`src/rtl/seg7_pkg.sv`:
```
// Shared 7-segment definitions: glyph patterns (a..g,dp with dp=0), reader FSM states,
// digit-count upper bound and a one-hot to index helper.
package seg7_pkg;

  localparam int SEG7_MAX_DIGITS = 8;

  // Index k holds the pattern for hex value k; SEG[7]=a ... SEG[1]=g, SEG[0]=dp
  localparam logic [15:0][7:0] SEG7_GLYPHS = {
    8'h8E, 8'h9E, 8'h7A, 8'h9C, 8'h3E, 8'hEE, 8'hF6, 8'hFE,
    8'hE0, 8'hBE, 8'hB6, 8'h66, 8'hF2, 8'hDA, 8'h60, 8'hFC
  };

  typedef enum logic [1:0] {
    ST_IDLE  = 2'd0,
    ST_TRACK = 2'd1,
    ST_HOLD  = 2'd2
  } seg7_state_e;

  function automatic logic [2:0] seg7_onehot_idx(input logic [SEG7_MAX_DIGITS-1:0] onehot);
    logic [2:0] idx;
    idx = '0;
    for (int i = 0; i < SEG7_MAX_DIGITS; i++) begin
      if (onehot[i]) idx = 3'(i);
    end
    return idx;
  endfunction

endpackage

```
`src/rtl/seg7_pattern_to_hex.sv`:
```
// Combinational reverse map of a 7-bit segment pattern (a..g) to a hex nibble.
// Unknown patterns, including blank, give nibble 0 with o_ok low.
module seg7_pattern_to_hex
  import seg7_pkg::*;
(
  input  logic [6:0] i_pattern,
  output logic       o_ok,
  output logic [3:0] o_nibble
);

  always_comb begin
    o_ok     = 1'b0;
    o_nibble = 4'h0;
    for (int k = 0; k < 16; k++) begin
      if (i_pattern == SEG7_GLYPHS[k][7:1]) begin
        o_ok     = 1'b1;
        o_nibble = 4'(k);
      end
    end
  end

endmodule

```
`src/rtl/seven_seg_scan_reader.sv`:
```
// Reads a scanned 7-segment bus back into per-digit hex values after a stability window.
// Optional SEG_READER_ERR_CNT_EN adds o_err_cnt (bad glyph commits + multi-hot aborts).
//
// state    | meaning
// ST_IDLE  | no valid one-hot sample being tracked
// ST_TRACK | counting consecutive identical samples against r_ref
// ST_HOLD  | r_ref committed; wait for a change or invalid sample
module seven_seg_scan_reader
  import seg7_pkg::*;
#(
  parameter int NUM_DIGITS    = 4,
  parameter int STABLE_CYCLES = 16
) (
  input  logic                    i_clk,
  input  logic                    i_rst,
  input  logic [7:0]              i_seg,
  input  logic [NUM_DIGITS-1:0]   i_an,
  output logic [4*NUM_DIGITS-1:0] o_digits,
  output logic [NUM_DIGITS-1:0]   o_dp,
  output logic [NUM_DIGITS-1:0]   o_digit_ok,
  output logic                    o_update,
  output logic [2:0]              o_upd_idx,
  output logic                    o_frame_done
`ifdef SEG_READER_ERR_CNT_EN
  ,
  output logic [7:0]              o_err_cnt
`endif
);

  localparam int CNT_W  = (STABLE_CYCLES < 2) ? 1 : $clog2(STABLE_CYCLES + 1);
  localparam int SAMP_W = NUM_DIGITS + 8;

  logic [7:0]              r_seg_m, r_seg_s;
  logic [NUM_DIGITS-1:0]   r_an_m, r_an_s;
  seg7_state_e             r_state, w_state_nxt;
  logic [SAMP_W-1:0]       r_ref, w_ref_nxt;
  logic [CNT_W-1:0]        r_cnt, w_cnt_nxt;
  logic [4*NUM_DIGITS-1:0] r_digits;
  logic [NUM_DIGITS-1:0]   r_dp, r_digit_ok, r_seen;
  logic                    r_update, r_frame_done;
  logic [2:0]              r_upd_idx;

  logic [SAMP_W-1:0]       w_sample;
  logic                    w_valid, w_commit, w_glyph_ok;
  logic [3:0]              w_nibble;
  logic [NUM_DIGITS-1:0]   w_seen_nxt;

  assign w_sample   = {r_an_s, r_seg_s};
  assign w_valid    = $onehot(r_an_s);
  assign w_seen_nxt = r_seen | r_an_s;

  seg7_pattern_to_hex u_p2h (
    .i_pattern (r_seg_s[7:1]),
    .o_ok      (w_glyph_ok),
    .o_nibble  (w_nibble)
  );

  always_ff @(posedge i_clk) begin
    if (i_rst) begin
      r_seg_m <= '0;
      r_seg_s <= '0;
      r_an_m  <= '0;
      r_an_s  <= '0;
      r_state <= ST_IDLE;
      r_ref   <= '0;
      r_cnt   <= '0;
    end else begin
      r_seg_m <= i_seg;
      r_seg_s <= r_seg_m;
      r_an_m  <= i_an;
      r_an_s  <= r_an_m;
      r_state <= w_state_nxt;
      r_ref   <= w_ref_nxt;
      r_cnt   <= w_cnt_nxt;
    end
  end

  // With a one-cycle window every fresh valid sample commits straight into HOLD
  always_comb begin
    w_state_nxt = r_state;
    w_ref_nxt   = r_ref;
    w_cnt_nxt   = r_cnt;
    w_commit    = 1'b0;
    unique case (r_state)
      ST_IDLE: begin
        if (w_valid) begin
          w_ref_nxt = w_sample;
          w_cnt_nxt = CNT_W'(1);
          if (STABLE_CYCLES == 1) begin
            w_commit    = 1'b1;
            w_state_nxt = ST_HOLD;
          end else begin
            w_state_nxt = ST_TRACK;
          end
        end
      end
      ST_TRACK: begin
        if (!w_valid) begin
          w_state_nxt = ST_IDLE;
          w_cnt_nxt   = '0;
        end else if (w_sample == r_ref) begin
          w_cnt_nxt = r_cnt + CNT_W'(1);
          if (r_cnt == CNT_W'(STABLE_CYCLES - 1)) begin
            w_commit    = 1'b1;
            w_state_nxt = ST_HOLD;
          end
        end else begin
          w_ref_nxt = w_sample;
          w_cnt_nxt = CNT_W'(1);
        end
      end
      ST_HOLD: begin
        if (!w_valid) begin
          w_state_nxt = ST_IDLE;
          w_cnt_nxt   = '0;
        end else if (w_sample != r_ref) begin
          w_ref_nxt = w_sample;
          w_cnt_nxt = CNT_W'(1);
          if (STABLE_CYCLES == 1) begin
            w_commit = 1'b1;
          end else begin
            w_state_nxt = ST_TRACK;
          end
        end
      end
      default: begin
        w_state_nxt = ST_IDLE;
        w_cnt_nxt   = '0;
      end
    endcase
  end

  always_ff @(posedge i_clk) begin
    if (i_rst) begin
      r_digits     <= '0;
      r_dp         <= '0;
      r_digit_ok   <= '0;
      r_seen       <= '0;
      r_update     <= 1'b0;
      r_upd_idx    <= '0;
      r_frame_done <= 1'b0;
    end else begin
      r_update     <= 1'b0;
      r_frame_done <= 1'b0;
      if (w_commit) begin
        for (int i = 0; i < NUM_DIGITS; i++) begin
          if (r_an_s[i]) begin
            r_digits[4*i +: 4] <= w_nibble;
            r_dp[i]            <= r_seg_s[0];
            r_digit_ok[i]      <= w_glyph_ok;
          end
        end
        r_update  <= 1'b1;
        r_upd_idx <= seg7_onehot_idx(SEG7_MAX_DIGITS'(r_an_s));
        if (&w_seen_nxt) begin
          r_frame_done <= 1'b1;
          r_seen       <= '0;
        end else begin
          r_seen <= w_seen_nxt;
        end
      end
    end
  end

  assign o_digits     = r_digits;
  assign o_dp         = r_dp;
  assign o_digit_ok   = r_digit_ok;
  assign o_update     = r_update;
  assign o_upd_idx    = r_upd_idx;
  assign o_frame_done = r_frame_done;

`ifdef SEG_READER_ERR_CNT_EN
  logic       w_abort_multi;
  logic [7:0] r_err_cnt;

  // Only a window in progress counts as aborted; HOLD->IDLE is a normal end of scan
  assign w_abort_multi = (r_state == ST_TRACK) && (r_an_s != '0) && !w_valid;

  always_ff @(posedge i_clk) begin
    if (i_rst) begin
      r_err_cnt <= '0;
    end else if (((w_commit && !w_glyph_ok) || w_abort_multi) && (r_err_cnt != 8'hFF)) begin
      r_err_cnt <= r_err_cnt + 8'd1;
    end
  end

  assign o_err_cnt = r_err_cnt;
`endif

endmodule

```
`config.mk`:
```
export PLATFORM = sky130hd
export DESIGN_NAME = seven_seg_scan_reader
export DESIGN_NICKNAME = d
export VERILOG_FILES = /design/src/rtl/seg7_pkg.sv /design/src/rtl/seg7_pattern_to_hex.sv /design/src/rtl/seven_seg_scan_reader.sv
export SDC_FILE = /design/constraint.sdc
export NUM_CORES = 1
export LEC_CHECK = 0
export ABC_AREA = 0
export CAP_MARGIN = 20
export CELL_PAD_IN_SITES_DETAIL_PLACEMENT = 1
export CELL_PAD_IN_SITES_GLOBAL_PLACEMENT = 2
export CORE_AREA = 5 5 100 102
export CTS_BUF_LIST = sky130_fd_sc_hd__clkbuf_8 sky130_fd_sc_hd__clkbuf_16
export DETAILED_ROUTE_END_ITERATION = 12
export DIE_AREA = 0 0 105 107
export PLACE_DENSITY = 0.92
export SETUP_SLACK_MARGIN = 0.1
export SKIP_CTS_REPAIR_TIMING = 1
export SLEW_MARGIN = 30
export SYNTH_ARGS = -nofsm -noshare
export SYNTH_HDL_FRONTEND = slang
export SYNTH_SLANG_ARGS = --single-unit
```
`constraint.sdc`:
```
create_clock -name i_clk -period 5.8 [get_ports i_clk]
set_input_delay 1.16 -clock i_clk [delete_from_list [all_inputs] [get_ports i_clk]]
set_output_delay 1.16 -clock i_clk [all_outputs]
set_load 0.01 [all_outputs]
```
**After elaboration in Yosys (flattened, before gate mapping)**

Index checks and enable logic that the tools add are counted.

- Bitwise operators: 2
- Equal/unequal tests: 30
- Reduce and logical (&&, ||, !) cells: 11
- $add $sub $neg: 4
- Multiplexer cells: 60

Operators by type and width:

| kind | number |
|---|---|
| 7-bit equality test (second input constant) | 12 |
| 12-bit 2-to-1 mux | 5 |
| 4-bit 2-to-1 mux | 9 |
| 12-bit one-hot mux with 3 select lines | 1 |
| 5-bit 2-to-1 mux | 5 |
| 1-bit 2-to-1 mux | 24 |
| 7-bit by 6-bit equality test with 1-bit output (second input constant) | 3 |
| 3-bit 2-to-1 mux | 6 |
| 2-bit 2-to-1 mux | 8 |
| 5-bit one-hot mux with 3 select lines | 1 |
| 12-bit equality test | 1 |
| 12-bit inequality test | 1 |
| 2-bit inequality test (second input constant) | 5 |
| 2-bit AND reduction | 5 |
| 3-bit inequality test (second input constant) | 3 |
| 4-bit AND reduction | 2 |
| 7-bit by 5-bit equality test with 1-bit output (second input constant) | 1 |
| 2-bit one-hot mux with 3 select lines | 1 |
| 6-bit AND reduction | 1 |
| 5-bit by 1-bit adder with 5-bit output (second input constant) | 1 |
| 5-bit by 4-bit equality test with 1-bit output (second input constant) | 1 |
| 1-bit by 1-bit adder with 2-bit output | 2 |
| 4-bit OR | 1 |
| 2-bit by 2-bit adder with 3-bit output | 1 |
| 7 further kinds | 7 |

- Register bits: 76
- Word-level logic and storage cells: 130
- Bits of input ports: 14
- Output and inout bits: 29

**Depth between registers and ports, before layout**

- Depth in word-level cells: 17
- Depth in mapped cells: 12
- Mapped depth without buffers: 11

**Cells and area by module**

From an unflattened synthesis, not the netlist that was laid out.

- Cells, all modules: 350
- Area, all modules: 3,424.5 sq um

Modules (own cells, without submodules):

| module | area an instance (sq um) | cells an instance | instances |
|---|---|---|---|
| seven_seg_scan_reader | 3,056.7 | 297 | 1 |
| seg7_pattern_to_hex | 367.9 | 53 | 1 |

**Worst setup path after synthesis**

OpenSTA, ideal clock, no wires.

- Kind: reg2reg
- Start: register r_an_s[0]
- End: register r_cnt[3]
- Setup slack: 3.121 ns
- Arrival: 2.561 ns
- Clock period less this slack: 2.679 ns
- Path buffers: 1
- Library setup time: 0.117 ns
- Data required time: 5.683 ns
- Stages on the path, launching flop included: 13
- Cell sequence: dfxtp_1 -> inv_1 -> fa_1 -> inv_1 -> ha_1 -> ha_1 -> nor2_1 -> and2_1 -> and4_4 -> buf_6 -> mux2_4 -> and2_1 -> a32o_1

- Word-level cells in the longest chain between the ends: 5
- Elaborated cells on any way between the ends: 12
- Those cells by class: 2 x add/sub; 5 x eq/ne; 4 x mux; 1 x reduce/logical

RTL lines:

| item | RTL line | source |
|---|---|---|
| start: declaration | seven_seg_scan_reader.sv:34 | `logic [NUM_DIGITS-1:0] r_an_m, r_an_s;` |
| start signal: assignment | seven_seg_scan_reader.sv:71 | `r_an_s <= r_an_m;` |
| 1-bit by 1-bit adder with 2-bit output (implied by the code) | seven_seg_scan_reader.sv:49 | `assign w_valid = $onehot(r_an_s);` |
| 2-bit by 2-bit adder with 3-bit output (implied by the code) | seven_seg_scan_reader.sv:49 |  |
| 3-bit by 1-bit equality test with 1-bit output | seven_seg_scan_reader.sv:49 |  |
| 5-bit 2-to-1 mux (tied with other cells) | seven_seg_scan_reader.sv:113 | `if (!w_valid) begin` |
| 5-bit one-hot mux with 3 select lines or 2-bit AND reduction (tied branches) | - |  |
| end signal: assignment | seven_seg_scan_reader.sv:74 | `r_cnt <= w_cnt_nxt;` |
| end: declaration | seven_seg_scan_reader.sv:37 | `logic [CNT_W-1:0] r_cnt, w_cnt_nxt;` |

Several ways; a longest one is shown, not always the timed one.
A chain may end at the register's enable or synchronous reset.

**Worst setup path after layout**

- Start: register r_an_s[3]
- End: register r_dp[0], in the netlist o_dp[0]

- Word-level cells in the longest chain between the ends: 6
- Elaborated cells on any way between the ends: 8
- Those cells by class: 2 x add/sub; 2 x eq/ne; 3 x mux; 1 x reduce/logical

RTL lines:

| item | RTL line | source |
|---|---|---|
| 1-bit by 1-bit adder with 2-bit output (implied by the code) | seven_seg_scan_reader.sv:49 |  |
| 2-bit by 2-bit adder with 3-bit output (implied by the code) | seven_seg_scan_reader.sv:49 |  |
| 3-bit by 1-bit equality test with 1-bit output | seven_seg_scan_reader.sv:49 |  |
| 1-bit 2-to-1 mux * | seven_seg_scan_reader.sv:98 | `if (!w_valid) begin` |
| 1-bit 2-to-1 mux * | seven_seg_scan_reader.sv:84 | `unique case (r_state)` |
| 2-bit AND reduction (no line) * | - |  |
| end signal: indexed assignment | seven_seg_scan_reader.sv:149 | `r_dp[i] <= r_seg_s[0];` |
| end: declaration | seven_seg_scan_reader.sv:39 | `logic [NUM_DIGITS-1:0] r_dp, r_digit_ok, r_seen;` |

Mark *: on every way between the ends. The rest lies on a longest branch, timed or not.

==> impl_metrics.yaml <==
grt:
  antenna_found_initial: 0
  grt_pass1_wl_microns: 12470
  grt_max_degree: 60
  grt_overflow: 0
  grt_pass1_vias: 2570
  track_usage_pct: 13.63
sta:
  period_minus_slack_ns: 2.944
  max_slew.worst_pin.slew_ns: 0.8049
  hold_viol: 0
  setup_viol: 0
  finClkSkew_ns: 0.01381
  slew_headroom_pct: 45.78
  finalMaxSlewViolations: 0
  rsz0062_at_grt: "no"
  setup_tns_ns: 0
  max_freq_mhz: 339.7
  post-route-period-util_pct: 50.75
drt:
  wl_per_cell_microns: 15.15
  first_pass_iters: 4
  drt-total-wl_microns: 7471
  dr.first_iter.drc_count: 87
  drtAntennaViolNets: 0
  vias: 2511
  drcViolationCount: 0
  routed_via_density: 5.093
clock_tree:
  cts_buffer_depth: 2
  cts_sinks: 75
  numCtsBuffers: 9
  htree_levels: 3
  clk_pin_slew_worst_paths_ns: 0.09
  clk_latency_ns: 0.35
  cts_root_buffer: "clkbuf_8"
  cts_tree: "yes"
synth:
  syn_inst: 347
  ys_ff_latch: 75
  synth_area_leaders: "dfxtp_1 (47%), mux2i_1 (5.4%), nor2b_1 (5.1%)"
  synth-edff-count: 0
  synth-async-reset-ratio_pct: 0
  ys_seq_area_share_pct: 47.45
  syn_area_per_cell_sq_um: 9.119
  syn_nets: 366
  synthFlopType: "dfxtp_1"
  synth_top_area_share_pct: 47.45
  ys_types: 52
  yosysTopAreaCell: "dfxtp_1"
  synth_area_sq_um: 3164
  yosys_warnings: 0
power_and_ir_drop:
  peakVddDrop_mv: 0.1382
  sequentialPowerShare_pct: 50.6
  combPwrFrac_pct: 7.6
  p_clk_share_pct: 41.8
  switching_share_pct: 24.20
  switching_power_mw: 0.2595
  power.leakage_nw: 1.519
  p_int_mw: 0.8129
  power.density_nw_per_um2: 279.6
floorplan:
  num_rows: 35
  die_y_microns: 107
  io_pins: 43
  die_area_sq_um: 11240
  core_sq_um: 9021
  start_util_pct: 35.08
  die_w_microns: 105
layout:
  nets: 396
  antenna_cells: 0
  final_cells: 493
  nFillCells: 1060
  area_delta_synth_final_pct: 21.19
  layout-drive-gt1-share_pct: 6.545
critical_path:
  cp.required_ns: 6.02
  cp_max_fo: 14
  critPathArrivalTime_ns: 3.17
  worst_setup_path_end_kind: "flip-flop"
  criticalPathCategory: "flip-flop to flip-flop"
  max_stage_delay_ns: 0.50
  cp-start-kind: "flip-flop"
  crit_buf_inv: 2
  worstPathCellList: "inv_1 > fa_1 > inv_1 > ha_1 > ha_1 > nor2_1 > and2_1 > and4_4 > and3_1 > mux2i_1 > nor2_1"
  path_delay_family: "simple AND/OR/NAND/NOR gates"
  cpMaxStageDelayCell: "fa_1"
run_status:
  status: "finished clean"
job:
  maxCapViolCount: 0
place:
  gp_congestion: 0.8146
  numPortBuffers: 41
  placed_cells: 477
  dp_hpwl_microns: 5419
worst_hold_path:
  holdCritPathClass: "flip-flop to flip-flop"
## sequential cells by signal, indices dropped and copies added, names as in the netlist
name,count
o_upd_idx,2
o_digit_ok,4
r_an_m,4
r_state,2
r_ref,12
o_dp,4
o_frame_done,1
r_cnt,5
o_digits,16
o_update,1
r_seen,4
r_an_s,4
r_seg_s,8
r_seg_m,8
## synth_stat cells (all sizes together), types with 2 or more instances
cell type,number
a211oi,2
a21oi,22
a32o,2
a32oi,2
and2,5
and3,7
and4,2
buf,10
clkbuf,13
dfxtp,75
ha,4
inv,14
mux2i,17
nand2,34
nand2b,3
nand3,14
nor2,27
nor2b,26
nor3,6
nor3b,2
nor4,4
nor4b,2
o21a,5
o21ai,15
o22ai,2
xor2,13
## power by group through the flow
stage                     sequential (mW)  combinational [mW]  clock, mW
after floorplan                     0.546              0.0676          0
after global placement              0.554              0.0792          0
after detailed placement            0.555              0.0821          0
after CTS                           0.543              0.0825      0.458
after global routing                0.545              0.0907      0.482
final                               0.543              0.0814      0.448
## logic make-up (layout without fill, tap and decap cells)
kind of cell / after synthesis / after routing / share of synthesized area [%]
AOI/OAI and AO/OA: 62 / 62 / 12.46
muxes: 18 / 18 / 5.852
buffers and inverters: 37 / 72 / 5.140
adders and majority gates: 5 / 5 / 2.214
other: 1 / 1 / 0.1185
and+or+nand+nor: 135 / 135 / 22.89
xor gates and xnor gates: 14 / 14 / 3.875
DFF: 75 / 75 / 47.45
## through the flow
stage | hold WS, ns | setup slack (ns) | utilization [%] | area, sq um | power [mW]
global placement | 0.4190 | 2.944 | 39.97 | 3606 | 0.6334
floorplan | 0.4138 | 3.121 | - | 3164 | 0.6138
finish | 0.4401 | 2.856 | 42.51 | 3835 | 1.072
CTS | 0.4469 | 2.851 | 42.51 | 3835 | 1.084
detailed placement | 0.4283 | 2.851 | 40.03 | 3611 | 0.6371
global route | 0.4585 | 2.646 | 42.51 | 3835 | 1.118
## path summary, 6_finish.rpt
path	start	endpoint	slack, ns	cells after the start
worst max-delay path	r_an_s[3]	o_dp[0]	2.86	11
worst min-delay path	r_seg_m[6]	r_seg_s[6]	0.44	1
worst max register to register	r_an_s[3]	o_dp[0]	2.86	11
worst min register to register	r_seg_m[6]	r_seg_s[6]	0.44	1
## final cells by class
| cell class | instances | area, sq um | area share, % |
|---|---|---|---|
| Inverter | 14 | 52.55 | 1.370 |
| Timing Repair Buffer | 42 | 412.9 | 10.77 |
| Multi-Input combinational cell | 235 | 1505 | 39.25 |
| Tap cell | 111 | 138.9 | 3.622 |
| Sequential cell | 75 | 1501 | 39.15 |
| Clock inverter | 7 | 100.1 | 2.610 |
| Clock buffer | 9 | 123.9 | 3.230 |
## routing by layer
metal	vias to the layer above	track usage [%]	share of wire, %
li1	1236	-	-
met1	1227	17.01	46
met2	43	23.34	50
met3	5	3.492	2.8
met4	0	3.562	0.82
met5	-	0	0
## layout by cell type (no fill, tap or decap), types with 2 or more instances in the layout
| cell type | count |
|---|---|
| clkdlybuf4s50_1 | 40 |
| and2_1 | 4 |
| o21ai_0 | 12 |
| a211oi_1 | 2 |
| dfxtp_1 | 75 |
| inv_6 | 2 |
| a32o_1 | 2 |
| nand3_1 | 14 |
| nor2b_1 | 26 |
| xor2_1 | 13 |
| nand2b_1 | 3 |
| clkbuf_8 | 9 |
| ha_1 | 4 |
| o21ai_1 | 3 |
| o22ai_1 | 2 |
| nor4_2 | 3 |
| o21a_1 | 5 |
| nor3_1 | 6 |
| a21oi_1 | 22 |
| a32oi_1 | 2 |
| and3_1 | 7 |
| bufinv_16 | 2 |
| inv_1 | 15 |
| nor2_1 | 27 |
| mux2i_1 | 17 |
| nand2_1 | 34 |
Note: power is estimated with default switching activity, not from simulation.
